`src/rtl/hazard_ctrl.sv`:
```
// Pipeline hazard/stall controller for IF/ID, PC and ID/EX: load-use, branch/jump flush,
// multi-cycle multiply/divide freeze and exception redirect. Optional stall counter: HAZARD_STALL_COUNT_EN.
module hazard_ctrl #(
   parameter int MD_LATENCY = 32,
   parameter int CNT_W      = 6
) (
   input  logic        clock,
   input  logic        reset,
   input  logic [4:0]  idRs,
   input  logic [4:0]  idRt,
   input  logic        exMemRead,
   input  logic [4:0]  exRt,
   input  logic        branchTaken,
   input  logic        jump,
   input  logic        mdStart,
   input  logic        excReq,
   output logic        pcWrite,
   output logic        IFIDWrite,
   output logic        flush,
   output logic        idExBubble,
   output logic        excRedirect,
   output logic        mdBusy,
   output logic [31:0] stallCycles
);

   typedef enum logic [1:0] {RUN, MD_BUSY, EXC_FLUSH} state_t;

   // The mdStart cycle is the first frozen cycle, so MD_BUSY covers the remaining LATENCY-1.
   localparam logic [CNT_W-1:0] MD_RELOAD = (MD_LATENCY > 1) ? CNT_W'(MD_LATENCY - 2) : '0;

   state_t           state, stateNext;
   logic [CNT_W-1:0] mdCnt, mdCntNext;
   logic             luh;

   assign luh = exMemRead && (exRt != 5'd0) && ((exRt == idRs) || (exRt == idRt));

   always_ff @(posedge clock or posedge reset) begin
      if (reset) begin
         state <= RUN;
         mdCnt <= '0;
      end else begin
         state <= stateNext;
         mdCnt <= mdCntNext;
      end
   end

   always_comb begin
      stateNext   = state;
      mdCntNext   = mdCnt;
      pcWrite     = 1'b1;
      IFIDWrite   = 1'b1;
      flush       = 1'b0;
      idExBubble  = 1'b0;
      excRedirect = 1'b0;
      mdBusy      = 1'b0;
      if (reset) begin
         pcWrite    = 1'b0;
         IFIDWrite  = 1'b0;
         flush      = 1'b1;
         idExBubble = 1'b1;
      end else if (excReq) begin
         // Redirect to the vector and kill both younger stages; any MD freeze is abandoned.
         flush       = 1'b1;
         idExBubble  = 1'b1;
         excRedirect = 1'b1;
         mdBusy      = (state == MD_BUSY);
         stateNext   = EXC_FLUSH;
         mdCntNext   = '0;
      end else begin
         case (state)
            MD_BUSY: begin
               pcWrite    = 1'b0;
               IFIDWrite  = 1'b0;
               idExBubble = 1'b1;
               mdBusy     = 1'b1;
               if (mdCnt == '0) stateNext = RUN;
               else             mdCntNext = mdCnt - 1'b1;
            end
            EXC_FLUSH: begin
               flush      = 1'b1;
               idExBubble = 1'b1;
               stateNext  = RUN;
            end
            RUN: begin
               if (luh) begin
                  pcWrite    = 1'b0;
                  IFIDWrite  = 1'b0;
                  idExBubble = 1'b1;
               end else if (mdStart) begin
                  // Hold fetch but let the MD op itself advance into EX.
                  pcWrite   = 1'b0;
                  IFIDWrite = 1'b0;
                  if (MD_LATENCY > 1) begin
                     stateNext = MD_BUSY;
                     mdCntNext = MD_RELOAD;
                  end
               end else if (branchTaken || jump) begin
                  flush = 1'b1;
               end
            end
            default: begin
               stateNext = RUN;
               mdCntNext = '0;
            end
         endcase
      end
   end

`ifdef HAZARD_STALL_COUNT_EN
   logic [31:0] stallCnt;

   always_ff @(posedge clock or posedge reset) begin
      if (reset)         stallCnt <= '0;
      else if (!pcWrite) stallCnt <= stallCnt + 32'd1;
   end

   assign stallCycles = stallCnt;
`else
   assign stallCycles = '0;
`endif

endmodule

```
`config.mk`:
```
export PLATFORM = sky130hd
export DESIGN_NAME = hazard_ctrl
export DESIGN_NICKNAME = d
export VERILOG_FILES = /design/src/rtl/hazard_ctrl.sv
export SDC_FILE = /design/constraint.sdc
export NUM_CORES = 1
export LEC_CHECK = 0
export CAP_MARGIN = 30
export CORE_UTILIZATION = 43
export CTS_BUF_LIST = sky130_fd_sc_hd__clkbuf_4 sky130_fd_sc_hd__clkbuf_8
export DETAILED_ROUTE_END_ITERATION = 8
export HOLD_SLACK_MARGIN = 0.02
export PLACE_DENSITY = 0.95
export SYNTH_ARGS = -nofsm -noshare
export SYNTH_HDL_FRONTEND = slang
export SYNTH_SLANG_ARGS = --single-unit
```
`constraint.sdc`:
```
create_clock -name clock -period 3.7 [get_ports clock]
set_input_delay 0.74 -clock clock [delete_from_list [all_inputs] [get_ports clock]]
set_output_delay 0.74 -clock clock [all_outputs]
set_load 0.02 [all_outputs]
```
==> results of run 1 <==
==> registers in the layout, summed over array words and instances (netlist names) <==
name	flops
mdCnt	6
state	2
==> cells in the final DEF (no fill, tap or decap), types with 2 or more instances in the layout <==
cell type / count
nor2_1: 10
conb_1: 32
a31o_1: 2
nor3_1: 3
ha_1: 6
o21ai_0: 5
a21oi_1: 7
dfrtp_1: 8
nor3_2: 2
nor2b_1: 2
nand3_1: 4
inv_1: 8
xnor2_1: 10
clkbuf_4: 3
clkdlybuf4s50_1: 27
nand2b_1: 2
o22ai_1: 2
nand2_1: 10
==> per-layer routing <==
layer	wire, um	GRT usage (%)	part of all wire (%)
met1	903	20.5	45
met2	1000	26.4	49
met3	89	2.92	4.4
met4	29	6.76	1.4
met5	0	0	0
==> critical path, stage by stage <==
cell and delay [ns]:
clkdlybuf4s50_1 0.54, xnor2_1 0.14, nand3_1 0.10, o22ai_2 0.24
a41oi_1 0.14, o211ai_1 0.17, clkdlybuf4s50_1 0.64
==> logic make-up (layout without fill, tap and decap cells) <==
group,Yosys count,after routing,share of synthesized area (%)
fa+ha+maj,6,6,7.09
compound gates,27,27,19.7
xor+xnor,10,10,8.27
flops,8,8,18.9
other cells,1,32,0.354
buf+inv,42,39,26.7
mux,1,1,1.42
simple gates,37,37,17.5
==> power groups by stage <==
| stage | Clock [mW] | Combinational (mW) | Sequential (mW) |
|---|---|---|---|
| 6_report | 0.0627 | 0.225 | 0.129 |
| 5_1_grt | 0.0690 | 0.246 | 0.133 |
| 4_1_cts | 0.0656 | 0.224 | 0.129 |
| 3_5_place_dp | 0 | 0.223 | 0.130 |
| 3_3_place_gp | 0 | 0.219 | 0.129 |
| 2_1_floorplan | 0 | 0.187 | 0.126 |
==> worst min-delay path by stage <==
| stage | start | slack, ns | cells after the start | to |
|---|---|---|---|---|
| 6_report | mdCnt[1] | 0.57 | 1 | mdCnt[1] |
| 5_1_grt | mdCnt[0] | 0.60 | 1 | mdCnt[0] |
| 4_1_cts | mdCnt[1] | 0.57 | 1 | mdCnt[1] |
| 3_5_place_dp | mdCnt[1] | 0.56 | 1 | mdCnt[1] |
| 3_3_place_gp | mdCnt[1] | 0.55 | 1 | mdCnt[1] |
| 2_1_floorplan | mdCnt[1] | 0.52 | 1 | mdCnt[1] |
==> per-stage QoR <==
stage	hold WS (ns)	cell area [um^2]	instances
6_report	0.575	1260	188
5_1_grt	0.597	1260	188
4_1_cts	0.570	1260	188
3_5_place_dp	0.559	1230	185
3_3_place_gp	0.548	1230	185
2_1_floorplan	0.524	1170	163
==> final cells by class <==
type | instances | share of cell area, %
clock buffer | 3 | 1.79
multi-input combinational | 113 | 55.0
tap | 28 | 2.79
sequential | 8 | 15.9
inverter | 8 | 2.39
timing repair buffer | 28 | 22.1
==> metrics.md, run 1 <==
| Metric | Value |
|---|---|
| Outcome | finished, final reports clean |
| CP endpoint kind | output port |
| Yosys warns | 0 |
| Filler Cell Count | slightly above 200 |
| Htree depth | 1 |
| Sequential cell area | about 200 um^2 |
| Fmax | a little under 300 MHz |
| Mapped Avg Cell Area | 8.02 um^2 |
| Nets | 190 |
| Initial Util | a little under half |
| Vias | roughly 900 |
| Drt via density | 4.80 |
| Congestion Overflow GR | 0 |
| Std-Cell Rows | 17 |
| Util after Layout | 55.3% |
| Max Cap Viol | 0 |
| Synth top area share | 23.4% |
| Clock sink count | 8 |
| Initial antenna violation count | 0 |
| GRT Util Overall | about 16% |
| Period utilization | 93.7% |
| Hold Buf Count CTS | 0 |
| Min-Delay Path Class | reg -> reg |
| Synth area leader | buf_4 |
| Power per Cell Area | between 300 and 400 nW/um^2 |
| Crit path from | exRt[0] |
| Max Root-Sink Buffers | 2 |
| Detail Placement HPWL | between 1500 and 2000 um |
| First-pass detailed-route iteration total | 4 |
| Detail Route Antenna Nets | 0 |
| Seq cells post-synth | 8 |
| Worst Path Required | about 3.0 ns |
| CORE AREA | about 2300 um^2 |
| I/O pin count | 60 |
| Ranking of synthesized cells by area | buf_4, dfrtp_1, xnor2_1, ha_1, nand2_1 |
| Main flop type after synthesis | dfrtp_1 |
| First-pass GRT wire length | ~3300 um |
| Final min period | between 3 and 4 ns |
| Diodes inserted | 0 |
| Most numerous cell in the Yosys netlist | buf_4 |
| VDD IR-drop max | 0.226 mV |
| Die H | between 50 and 60 um |
| CTS Buf Count | 3 |
| Clock Skew | 0.00181 ns |
| Initial drt markers | 13 |
| CTS tree | done |
| Clk slew on worst S/H paths | around 0.050 ns |
| Setup violators final | 0 |
| CP arrival | between 2 and 3 ns |
| Reg2reg path depth | 9 |
| R2r startpoint | state[1] |
| Post-synth ARST share | between 90% and 100% |
| Routed length per instance | between 10 and 15 um |
| Die footprint | around 2700 um^2 |
| Worst R2R End | mdCnt[0] |
| Multi-input logic area | slightly below 700 um^2 |
| Lkg Pwr | roughly 0.57 nW |
| Crit Path Category | in -> out |
| Setup crit end | idExBubble |
| Clk pwr share | approximately 15% |
| Clock latency on the worst-skew pair | 0.24 ns |
| Net Sw Frac | about 42% |
| Share of power burned in registers | between 30% and 40% |
| Reg2reg setup slack | roughly 1.9 ns |
| Distinct cells, synth | 34 |
| Pins Over Slew Limit | 0 |
| Pre-CTS setup slack | 0.235 ns |
| Area grow syn2layout | 18.8% |
| Largest net degree at the start of global routing | 11 |
| Worst-path maximum fanout | 3 |
| Sw Pwr | 177 uW |
| Combinational Power Share | about 54% |
| PostCTS Resize Cnt | 0 |
| Final Wtd Congestion | about 0.9 |
| Synth top cells by count | buf_4, nand2_1, nor2_1, xnor2_1 |
| Vias in the first global route | between 700 and 800 |
| Post-route setup slack | 0.233 ns |
| Seq/Total Area, Yosys | 18.9% |
| Die width | between 50 and 60 um |
| Share of cells above drive strength 1 | about 8% |
| Setup TNS | 0 ns |
| Cell internal pwr | between 200 and 250 uW |
| Setup repair after global routing missed its margin | false |
| EDFF count, synth | 0 |
| CP startpoint kind | input pin |
| Setup bufs post-CTS | 0 |
| Post-Synthesis Cells | roughly 130 |
| Total Power | 417 uW |
| Root Driver | clkbuf_4 |
| Synthesized area | about 1100 um^2 |
| DRC | 0 |
| Buffers on Ports | 27 |
| Final WL | slightly above 2000 um |
| Final Hold Vio Count | 0 |
Power figures use the tool's default switching activity.
==> inputs of run 2 (changes only) <==
--- a/config.mk
+++ b/config.mk
@@ -6,11 +6,13 @@
 export NUM_CORES = 1
 export LEC_CHECK = 0
 export CAP_MARGIN = 30
-export CORE_UTILIZATION = 43
+export CORE_UTILIZATION = 60
 export CTS_BUF_LIST = sky130_fd_sc_hd__clkbuf_4 sky130_fd_sc_hd__clkbuf_8
+export CTS_CLUSTER_SIZE = 30
 export DETAILED_ROUTE_END_ITERATION = 8
+export DONT_BUFFER_PORTS = 1
 export HOLD_SLACK_MARGIN = 0.02
-export PLACE_DENSITY = 0.95
+export PLACE_DENSITY = 0.87
 export SYNTH_ARGS = -nofsm -noshare
 export SYNTH_HDL_FRONTEND = slang
 export SYNTH_SLANG_ARGS = --single-unit
==> metrics.md, run 2 (same netlist as run 1, synthesis figures left out) <==
| Metric | Value |
|---|---|
| CP endpoint kind | output port (unchanged) |
| Max reg flops | 6 (unchanged) |
| Vias in the first global route | 786 (was 764) |
| Post-route setup slack | 0.910 ns (was 0.233 ns) |
| Share of cells above drive strength 1 | 9.77% (was 8.13%) |
| Area grow syn2layout | -8.16% (was 18.8%) |
| Die footprint | 1940 um^2 (was 2660 um^2) |
| Detail Route Antenna Nets | 0 (unchanged) |
| Biggest regs | mdCnt x6, state x2 (unchanged) |
| Pins Over Slew Limit | 0 (unchanged) |
| First-pass detailed-route iteration total | 8 (was 4) |
| Clock latency on the worst-skew pair | 0.26 ns (was 0.24 ns) |
| Crit path max-delay cell type | a21oi_1 (was clkdlybuf4s50_1) |
| Final min period | 2.79 ns (was 3.47 ns) |
| Min-Delay Path Class | in -> async (was reg -> reg) |
| I/O pin count | 60 (unchanged) |
| DRC | 3 (was 0) |
| Failing checks | design-rule violations |
| Initial antenna violation count | 0 (unchanged) |
| Total Power | 387 uW (was 417 uW) |
| Buffers on Ports | 0 (was 27) |
| Met2 global-route usage | 41.8% (was 26.4%) |
| Leading cell type in the layout, fill and taps excluded | conb_1 (unchanged) |
| Setup bufs post-CTS | 0 (unchanged) |
| Root Driver | clkbuf_4 (unchanged) |
| Drt via density | 5.36 (was 4.80) |
| Detail Placement HPWL | 1530 um (was 1750 um) |
| Clock sink count | 8 (unchanged) |
| Vias | 799 (was 902) |
| Hold WS | 0.336 ns (was 0.575 ns) |
| Routed length per instance | 12.3 um (was 10.8 um) |
| Final Wtd Congestion | 0.881 (was 0.904) |
| CP arrival | 2.05 ns (was 2.73 ns) |
| Worst Path Required | 2.96 ns (about the same) |
| Final Hold Vio Count | 0 (unchanged) |
| Reg2reg path depth | 8 (was 9) |
| CP max stage delay | 0.48 ns (was 0.64 ns) |
| First-pass GRT wire length | 3210 um (was 3270 um) |
| Nets | 163 (was 190) |
| R2r startpoint | state[1] (unchanged) |
| Logic depth of the worst path, buffers included | 6 (was 7) |
| Max_slew headroom | 58.2% |
| Hold Buf Count CTS | 0 (unchanged) |
| Diodes inserted | 0 (unchanged) |
| Placed cells | 146 (was 185) |
| Fmax | 358 MHz (was 288 MHz) |
| PostCTS Resize Cnt | 0 (unchanged) |
| Met1 usage | 23.0% (was 20.5%) |
| Crit path from | state[1] (was exRt[0]) |
| Die width | 44 um (was 51.6 um) |
| Htree depth | 1 (unchanged) |
| Pre-CTS setup slack | 0.986 ns (was 0.235 ns) |
| Initial Util | 67.1% (was 46.5%) |
| CTS tree | done (unchanged) |
| Met3 Usage GRT | 6.67% (was 2.92%) |
| VDD IR-drop max | 0.243 mV (was 0.226 mV) |
| Final cell count without fillers | 149 (was 188) |
| Setup TNS | 0 ns (unchanged) |
| Std-Cell Rows | 14 (was 17) |
| Largest net degree at the start of global routing | 11 (unchanged) |
| Global routing's busiest layer | met2 (unchanged) |
| CP bufs+invs | 2 (unchanged) |
| Max Cap Viol | 0 (unchanged) |
| Max Root-Sink Buffers | 2 (unchanged) |
| Clk slew on worst S/H paths | 0.06 ns (was 0.05 ns) |
| Most frequent cells in the layout | conb_1, nand2_1, xnor2_1, nor2_1 (was conb_1, clkdlybuf4s50_1, nand2_1, xnor2_1, nor2_1) |
| Clock Skew | 0.0142 ns (was 0.00181 ns) |
| Congestion Overflow GR | 0 (unchanged) |
| Outcome | finished with violations (was finished, final reports clean) |
| Setup violators final | 0 (unchanged) |
| Initial drt markers | 27 (was 13) |
| Top reg by flops | mdCnt (unchanged) |
| CP startpoint kind | flop (was input pin) |
| Setup repair after global routing missed its margin | false (unchanged) |
| Worst Tran Pin Value | around 0.62 ns |
| Final instance area | 972 um^2 (was 1260 um^2) |
| Period utilization | 75.4% (was 93.7%) |
| Die H | 44 um (was 51.6 um) |
| Util after Layout | 61.7% (was 55.3%) |
| Kind of cell adding the most delay to the critical path | compound AO/OA/AOI/OAI gates (was buffers and inverters) |
| Crit-path cells | inv_1, ha_1, nand2b_1, nand2_1, a21oi_1, buf_4 (was clkdlybuf4s50_1, xnor2_1, nand3_1, o22ai_2, a41oi_1, o211ai_1, clkdlybuf4s50_1) |
| Crit Path Category | reg -> out (was in -> out) |
| Worst-path maximum fanout | 10 (was 3) |
| Lkg Pwr | 0.461 nW (was 0.566 nW) |
| GRT Util Overall | 21.9% (was 16.1%) |
| Final WL | 1830 um (was 2020 um) |
| CORE AREA | 1580 um^2 (was 2280 um^2) |
| Power per Cell Area | 398 nW/um^2 (was 332 nW/um^2) |
| CTS Buf Count | 3 (unchanged) |
| Placed Area | 950 um^2 (was 1230 um^2) |
## run 2: cell count changes in the layout (fill, tap and decap cells not counted), sizes merged
cell | previous run | this run
clkdlybuf4s50 | 27 | 0
## run 2: routing by layer
metal | routed length, um | part of all wire [%]
met5 | 0 | 0
met3 | 127 | 6.9
met4 | 0 | 0
met1 | 740 | 40
met2 | 960 | 52
## run 2: area by class of cell
type | instances | area (um^2)
inverter | 8 | 30.0
sequential | 8 | 200
timing repair buffer | 1 | 7.51
fill | 149 | 604
clock buffer | 3 | 22.5
multi-input combinational | 113 | 692
tap | 16 | 20.0
## run 2: path summary, 6_finish.rpt
path	endpoint	slack [ns]
min reg2reg	mdCnt[1]	0.59
max	pcWrite	0.91
max in group asynchronous	mdCnt[0]	3.08
max reg2reg	mdCnt[0]	1.77
min in group clock	mdCnt[1]	0.59
min	mdCnt[4]	0.34
## run 2: worst register-to-register path: cells and delay by family, from the launching register on
family	cells	cell delay, ns
compound gates	1	0.20
fa+ha+maj	1	0.19
buf+inv	1	0.08
flops	1	0.40
mux	1	0.31
simple gates	4	0.63
## run 2: report_power, final
part	switching (mW)	internal, mW	leakage [nW]
logic	0.120	0.0681	0.344
clock network	0.0301	0.0371	0.0138
registers	0.0257	0.106	0.103
total	0.176	0.211	0.461
